--- src/rtl/branch_target_predictor.sv ---
// Direct-mapped branch target buffer with per-entry saturating direction counters.
// Registered lookup (read-before-write against same-edge updates), update port, flush and clock enable.
module branch_target_predictor #(
    parameter int ENTRIES = 64,
    parameter int INDEX_W = 6,
    parameter int TAG_W   = 8,
    parameter int ADDR_W  = 32,
    parameter int CNT_W   = 2
) (
    input  logic              w_clk,
    input  logic              w_rst_n,
    input  logic              w_ce,
    input  logic [ADDR_W-1:0] w_lk_pc,
    output logic              r_pred_hit,
    output logic              r_pred_taken,
    output logic [ADDR_W-1:0] r_pred_target,
    input  logic              w_up_valid,
    input  logic [ADDR_W-1:0] w_up_pc,
    input  logic              w_up_taken,
    input  logic [ADDR_W-1:0] w_up_target,
    input  logic              w_flush
);

    localparam logic [CNT_W-1:0] CNT_MAX  = '1;
    localparam logic [CNT_W-1:0] CNT_WEAK = CNT_W'(1) << (CNT_W - 1);

    function automatic logic [CNT_W-1:0] sat_inc(input logic [CNT_W-1:0] c);
        return (c == CNT_MAX) ? c : c + 1'b1;
    endfunction

    function automatic logic [CNT_W-1:0] sat_dec(input logic [CNT_W-1:0] c);
        return (c == '0) ? c : c - 1'b1;
    endfunction

    logic [ENTRIES-1:0] r_valid;
    logic [TAG_W-1:0]   r_tag    [ENTRIES];
    logic [ADDR_W-1:0]  r_target [ENTRIES];
    logic [CNT_W-1:0]   r_cnt    [ENTRIES];

    logic [INDEX_W-1:0] w_lk_idx;
    logic [TAG_W-1:0]   w_lk_tag;
    logic [INDEX_W-1:0] w_up_idx;
    logic [TAG_W-1:0]   w_up_tag;
    logic               w_lk_hit;
    logic               w_up_hit;
    logic               w_up_en;
    logic               w_alloc;
    logic               w_unused;

    assign w_lk_idx = w_lk_pc[INDEX_W+1:2];
    assign w_lk_tag = w_lk_pc[INDEX_W+TAG_W+1:INDEX_W+2];
    assign w_up_idx = w_up_pc[INDEX_W+1:2];
    assign w_up_tag = w_up_pc[INDEX_W+TAG_W+1:INDEX_W+2];

    assign w_lk_hit = r_valid[w_lk_idx] && (r_tag[w_lk_idx] == w_lk_tag);
    assign w_up_hit = r_valid[w_up_idx] && (r_tag[w_up_idx] == w_up_tag);

    // A flush in the same cycle swallows the update entirely.
    assign w_up_en  = w_ce && w_up_valid && !w_flush;
    assign w_alloc  = w_up_en && w_up_taken && !w_up_hit;

    // PC bits outside the index/tag fields are deliberately ignored.
    assign w_unused = &{w_lk_pc, w_up_pc};

    // Stage boundary: valid bits and registered prediction.
    always_ff @(posedge w_clk or negedge w_rst_n) begin
        if (!w_rst_n) begin
            r_valid       <= '0;
            r_pred_hit    <= 1'b0;
            r_pred_taken  <= 1'b0;
            r_pred_target <= '0;
        end else if (w_ce) begin
            r_pred_hit    <= w_lk_hit;
            r_pred_taken  <= w_lk_hit && r_cnt[w_lk_idx][CNT_W-1];
            r_pred_target <= w_lk_hit ? r_target[w_lk_idx] : '0;
            if (w_flush) begin
                r_valid <= '0;
            end else if (w_alloc) begin
                r_valid[w_up_idx] <= 1'b1;
            end
        end
    end

    // Tag/target/counter storage needs no reset: unreachable while invalid.
    always_ff @(posedge w_clk) begin
        if (w_up_en) begin
            if (w_up_hit) begin
                if (w_up_taken) begin
                    r_cnt[w_up_idx]    <= sat_inc(r_cnt[w_up_idx]);
                    r_target[w_up_idx] <= w_up_target;
                end else begin
                    r_cnt[w_up_idx]    <= sat_dec(r_cnt[w_up_idx]);
                end
            end else if (w_up_taken) begin
                r_tag[w_up_idx]    <= w_up_tag;
                r_target[w_up_idx] <= w_up_target;
                r_cnt[w_up_idx]    <= CNT_WEAK;
            end
        end
    end

endmodule

--- config.mk ---
export PLATFORM = sky130hd
export DESIGN_NAME = branch_target_predictor
export DESIGN_NICKNAME = d
export VERILOG_FILES = /design/src/rtl/branch_target_predictor.sv
export SDC_FILE = /design/constraint.sdc
export NUM_CORES = 2
export LEC_CHECK = 0
export CAP_MARGIN = 25
export CORE_MARGIN = 4
export CORE_UTILIZATION = 27
export CTS_CLUSTER_DIAMETER = 30
export CTS_CLUSTER_SIZE = 30
export DETAILED_ROUTE_END_ITERATION = 7
export PLACE_DENSITY = 0.45
export SLEW_MARGIN = 5
export SYNTH_ARGS = -nofsm -noshare
export SYNTH_HDL_FRONTEND = slang
export SYNTH_SLANG_ARGS = --single-unit
--- constraint.sdc ---
create_clock -name w_clk -period 7.7 [get_ports w_clk]
set_input_delay 1.54 -clock w_clk [delete_from_list [all_inputs] [get_ports w_clk]]
set_output_delay 1.54 -clock w_clk [all_outputs]
set_load 0.02 [all_outputs]
### After elaboration in Yosys (flattened, before gate mapping)

Memories as Yosys holds them, arrays and structs flattened.
Index checks and enable logic that the tools add are counted.

| storage, ports and cells | value |
|---|---|
| register bits after elaboration | 98 |
| bits in latches | 0 |
| RAM bits | 2688 |
| bits in read-only memories | 0 |
| input bits | 102 |
| logic and storage cells | 57 |
| memories kept | 3 |

Memories:

| memory | words | bits a word | read ports | clocked after memory_dff | wr ports | line | RTL |
|---|---|---|---|---|---|---|---|
| r_target | 64 | 32 | 1 | 0 | 1 | 37 | `logic [ADDR_W-1:0] r_target [ENTRIES];` |
| r_tag | 64 | 8 | 2 | 0 | 1 | 36 | `logic [TAG_W-1:0] r_tag [ENTRIES];` |
| r_cnt | 64 | 2 | 2 | 0 | 1 | 38 | `logic [CNT_W-1:0] r_cnt [ENTRIES];` |

| cells by class | value |
|---|---|
| add/sub/neg operators | 2 |
| multiply operators | 0 |
| divide/modulo/power cells | 0 |
| order comparisons | 3 |
| equal/unequal tests | 3 |
| shift-type cells | 0 |
| mux-type cells | 25 |
| bitwise operators | 4 |
| reduce and logical (&&, ||, !) cells | 13 |

Operators with widths:

| operator | number |
|---|---|
| $mux W64 | 2 |
| $mux W32 | 2 |
| $or A64 B64 Y64 | 1 |
| $eq A8 B8 Y1 | 2 |
| $lt A6 B7 Y1 const B | 2 |
| $mux W1 | 14 |
| $bmux W1 S6 | 2 |
| $logic_and A1 B1 Y1 | 8 |
| $mux W2 | 4 |
| $demux W1 S6 | 1 |
| $ge A6 B1 Y1 const B | 1 |
| $or A1 B1 Y1 | 3 |
| $add A2 B1 Y2 const B | 1 |
| $eq A2 B2 Y1 const B | 1 |
| $logic_not A1 Y1 | 2 |
| $logic_not A2 Y1 | 1 |
| $reduce_and A2 Y1 | 1 |
| $reduce_bool A2 Y1 | 1 |
| $sub A2 B1 Y2 const B | 1 |

### Depth between registers and ports, before layout

| logic depth | value |
|---|---|
| word-level depth | 8 |
| gate-level depth with buffers | 16 |
| mapped depth without buffers | 9 |

### Worst setup path after synthesis

OpenSTA, ideal clock, no wires.

| path | value |
|---|---|
| path kind | in2reg |
| start point | input w_up_pc[3] |
| end point | memory r_cnt[0][0], data pin |
| setup time | 768 ps |
| data arrival time | 7018 ps |
| required time | 6932 ps |
| path slack | -85 ps |
| stages | 14 |
| buffers on the path | 5 |
| cells stage by stage | buf_4 buf_2 buf_1 mux2_2 a221oi_1 o22ai_1 a22oi_1 nand4_1 xor2_1 nor4_4 a21oi_1 buf_2 buf_6 a311oi_1 |

| on the way | value |
|---|---|
| word-level cells in the longest chain between the ends | 8 |

RTL lines:

| item | line | RTL |
|---|---|---|
| from (decl) | 18 | `input logic [ADDR_W-1:0] w_up_pc,` |
| $mem_v2 Z64 W8 / $bmux W1 S6 (equally long branches) | - |  |
| $eq A8 B8 Y1 / $mux W1 (equally long branches) | 56 | `assign w_up_hit = r_valid[w_up_idx] && (r_tag[w_up_idx] == w_up_tag);` |
| $logic_and A1 B1 Y1 | 56 |  |
| $mux W1 | 87 | `if (w_up_hit) begin` |
| $mux W1 | 86 | `if (w_up_en) begin` |
| $mux W1 (implied by the code) | 92 | `r_cnt[w_up_idx] <= sat_dec(r_cnt[w_up_idx]);` |
| $mux W2 (no line) | - |  |
| $mux W2 (no line) * | - |  |
| to (decl) | 38 |  |

Every way passes the cells marked *; elsewhere a longest branch is shown, timed or not. The select of a mux whose other input is x is not followed.

### Worst setup path after layout

| path | value |
|---|---|
| start point | input w_up_pc[3] |
| end point | memory r_tag[48][7], enable pin |

| on the way | value |
|---|---|
| word-level cells in the longest chain between the ends | 6 |

RTL lines:

| item | line | RTL |
|---|---|---|
| $mem_v2 Z64 W8 / $bmux W1 S6 (equally long branches) | - |  |
| $eq A8 B8 Y1 / $mux W1 (equally long branches) | 56 |  |
| $logic_and A1 B1 Y1 | 56 |  |
| $mux W1 | 87 |  |
| $mux W1 | 86 |  |
| $mux W1 (implied by the code) | 95 | `r_tag[w_up_idx] <= w_up_tag;` |
| to (decl) | 36 |  |

Parallel ways exist; a longest one is shown, timed or not. The select of a mux whose other input is x is not followed.

==> summary.md <==
| Metric | Value |
|---|---|
| Status | `finished, final reports clean` |
| Clk pwr share | `57.2%` |
| Antenna Nets Post-Route | `0` |
| Mapped cell area | `between 100000 and 150000 µm²` |
| H-tree depth | `6` |
| Final-report max-slew violation count | `0` |
| Final Skew | `0.102 ns` |
| Crit Path Category | `in -> reg` |
| Fin area | `~140000 µm²` |
| Fmax | `170 MHz` |
| WL final | `around 360000 µm` |
| VDD IR max | `286 µV` |
| Terminus of the critical flop-to-flop path | `r_tag[48][7]$_DFFE_PP_` |
| RSZ-0062 raised after global routing | `false` |
| Ports | `136` |
| Grt ovf | `0` |
| Register area share after synthesis | `73.8%` |
| Worst Path Required | `8.41 ns` |
| Synth Area per Inst | `21.8 µm²` |
| Die Y-Extent | `654 µm` |
| Die footprint | `roughly 430000 µm²` |
| Gp weighted congestion | `roughly 0.82` |
| Clock sinks | `2786` |
| CTS root buf | `clkbuf_16` |
| Inst Count DP | `10700` |
| Antenna violations before repair | `22` |
| Most common cell in the synthesized netlist | `edfxtp_1` |
| Setup violations, final | `0` |
| Number of global-route vias before repair | `roughly 62000` |
| Post-route core utilization | `34.1%` |
| Post-CTS setup buffer count | `0` |
| CTS tree | `yes` |
| Startpoint types | `primary input` |
| Core footprint | `416000 µm²` |
| Final Hold Viols | `0` |
| Setup tns final | `0 ns` |
| Largest net degree at the start of global routing | `84` |
| Reg power frac | `between 30% and 40%` |
| Post-synth ARST share | `under 10%` |
| DR iter-0 viols | `6340` |
| Post-DP HPWL | `approximately 210000 µm` |
| Global-route wire length before repair | `between 400000 and 500000 µm` |
| Layout cells sized above 1 | `a little under two fifths` |
| Distinct cells, synth | `66` |
| CTS Hold Buffers Added | `0` |
| Top FF cell, synth | `edfxtp_1` |
| DRC Markers | `0` |
| Clock Latency Late Sink | `1.03 ns` |
| R2R depth | `11` |
| Reg-to-reg critical path startpoint | `r_valid[28]$_DFFE_PN0P_` |
| Max Cap Viol | `0` |
| Clk buf depth | `4` |
| PwrDens | `between 300 and 400 nW/µm²` |
| Hold slack | `around 0.43 ns` |
| Crit. End Element | `flop` |
| Port bufs | `99` |
| Tmin final | `5.88 ns` |
| R2R Setup Slk | `3.14 ns` |
| Max Fanout on Critical Path | `62` |
| Pint | `34100 µW` |
| Vias per cell | `approximately 5` |
| Total iterations of the first detailed-routing run | `6` |
| Min-Delay Path Class | `in -> async` |
| Switching power | `9400 µW` |
| Dominant cells by area after synthesis | `edfxtp_1 (72%), mux4_2 (18%), dfrtp_1 (2.2%)` |
| Synth Instances | `a little over 5000` |
| Final net count | `5893` |
| PostCTS Resize Cnt | `0` |
| Switching Share | `21.6%` |
| EDFF count, synth | `~2700` |
| Number of buffers created by CTS | `575` |
| Syn nets | `5277` |
| Die X-Extent | `654 µm` |
| Post-synth top cells | `edfxtp_1 (2688), mux4_2 (897), clkbuf_1 (192)` |
| Initial Utilization | `a little over a quarter` |
| Rows | `between 200 and 250` |
| Combinational Power Share | `4.4%` |
| Synth Register Bits | `2786` |
| Worst slew pin tran | `1.13 ns` |
| DR WL/cell | `30.4 µm` |
| Global-route usage over all layers | `16.4%` |
| Vias | `59200` |
| Slew HR | `24.9%` |
| Yosys warnings | `0` |
| Worst-path clk slew | `0.04 ns` |
| Post-Place Cell Area | `between 100000 and 150000 µm²` |
| Final cell count without fillers | `11800` |
| Worst EP arrival | `6.59 ns` |
| LEAKAGE | `0.0454 µW` |
| Synth area leader | `edfxtp_1` |
| Synth-to-Final Area Change | `26.1%` |
| Final Cycle Share | `about 76%` |
| Synth top area share | `71.6%` |
[sequential cells by signal, indices dropped and copies added, names as in the netlist]
| signal | count |
|---|---|
| r_pred_hit | 1 |
| r_pred_target | 32 |
| r_valid | 64 |
| r_tag | 512 |
| r_cnt | 128 |
| r_target | 2048 |
| r_pred_taken | 1 |
[final cells by class]
type	instances	area [µm²]
Multi-Input combinational cell	1961	28300
Clock buffer	654	15000
Timing Repair Buffer	416	3940
Inverter	51	199
Antenna cell	12	30.0
Tap cell	5497	6880
Fill cell	39000	274000
Sequential cell	2786	83200
Clock inverter	387	4630
[routing by layer]
metal / vias to the layer above / global-route usage (%) / wire [µm]
li1: 23800 / - / -
met1: 32500 / 22.4 / 154000
met2: 2363 / 26.6 / 173000
met3: 515 / 2.99 / 22100
met4: 6 / 4.75 / 8470
met5: - / 0 / 54
[power by group through the flow]
stage / combinational [µW] / clock (µW) / sequential [µW]
floorplan: 1030 / 0 / 17000
global placement: 1900 / 0 / 17000
detailed placement: 1920 / 0 / 17000
CTS: 1920 / 25300 / 16700
global route: 2010 / 26100 / 16700
finish: 1910 / 24900 / 16700
[worst max-delay path, cell delays in order]
cell and delay [ns]:
buf_6 0.26, and2_2 0.57, buf_12 0.27, a221o_1 0.36, a21oi_1 0.63, o22ai_1 0.15, or4_1 0.54, xor2_1 0.18
nor4_2 0.61, buf_4 0.26, and2_2 0.28, buf_4 0.41, nor3_1 0.13, buf_4 0.24
[how the worst max path moves through the flow]
stage                from                endpoint  cells after the start
2_1_floorplan  w_up_pc[3]   r_cnt[0][1]$_DFFE_PP_                     15
3_3_place_gp   w_up_pc[3]  r_tag[50][3]$_DFFE_PP_                     12
3_5_place_dp   w_up_pc[3]  r_tag[48][3]$_DFFE_PP_                     12
4_1_cts        w_up_pc[3]  r_tag[48][7]$_DFFE_PP_                     12
5_1_grt        w_up_pc[3]  r_tag[39][4]$_DFFE_PP_                     12
6_report       w_up_pc[3]  r_tag[48][7]$_DFFE_PP_                     14
[through the flow]
stage	setup slack, ns	power [µW]
after floorplan	1.35	18000
after global placement	0.889	18900
after detailed placement	0.888	18900
after CTS	1.93	43900
after global routing	1.79	44900
final	1.82	43500
[cell usage in the layout (no fill, tap or decap), types with 56 or more instances in the layout]
cell / n
clkinv_1: 78
buf_4: 259
dfrtp_1: 98
mux2_2: 56
nor3_1: 123
clkinv_2: 98
bufinv_16: 81
mux4_2: 897
a32o_1: 65
mux2i_1: 118
o22ai_1: 61
edfxtp_1: 2688
clkbuf_1: 66
nand2_1: 106
nor2_4: 66
a22oi_1: 59
buf_12: 58
clkbuf_16: 587
[cell families after synthesis]
logic type             Yosys count  share of synthesized area (%)
AND/OR/NAND/NOR                429                           1.83
XOR/XNOR                        15                          0.117
buffers and inverters          428                           1.66
AO/OA/AOI/OAI                  446                           3.08
multiplexers                  1071                           19.5
flip-flops                    2786                           73.8
Power figures use the tool's default switching activity.
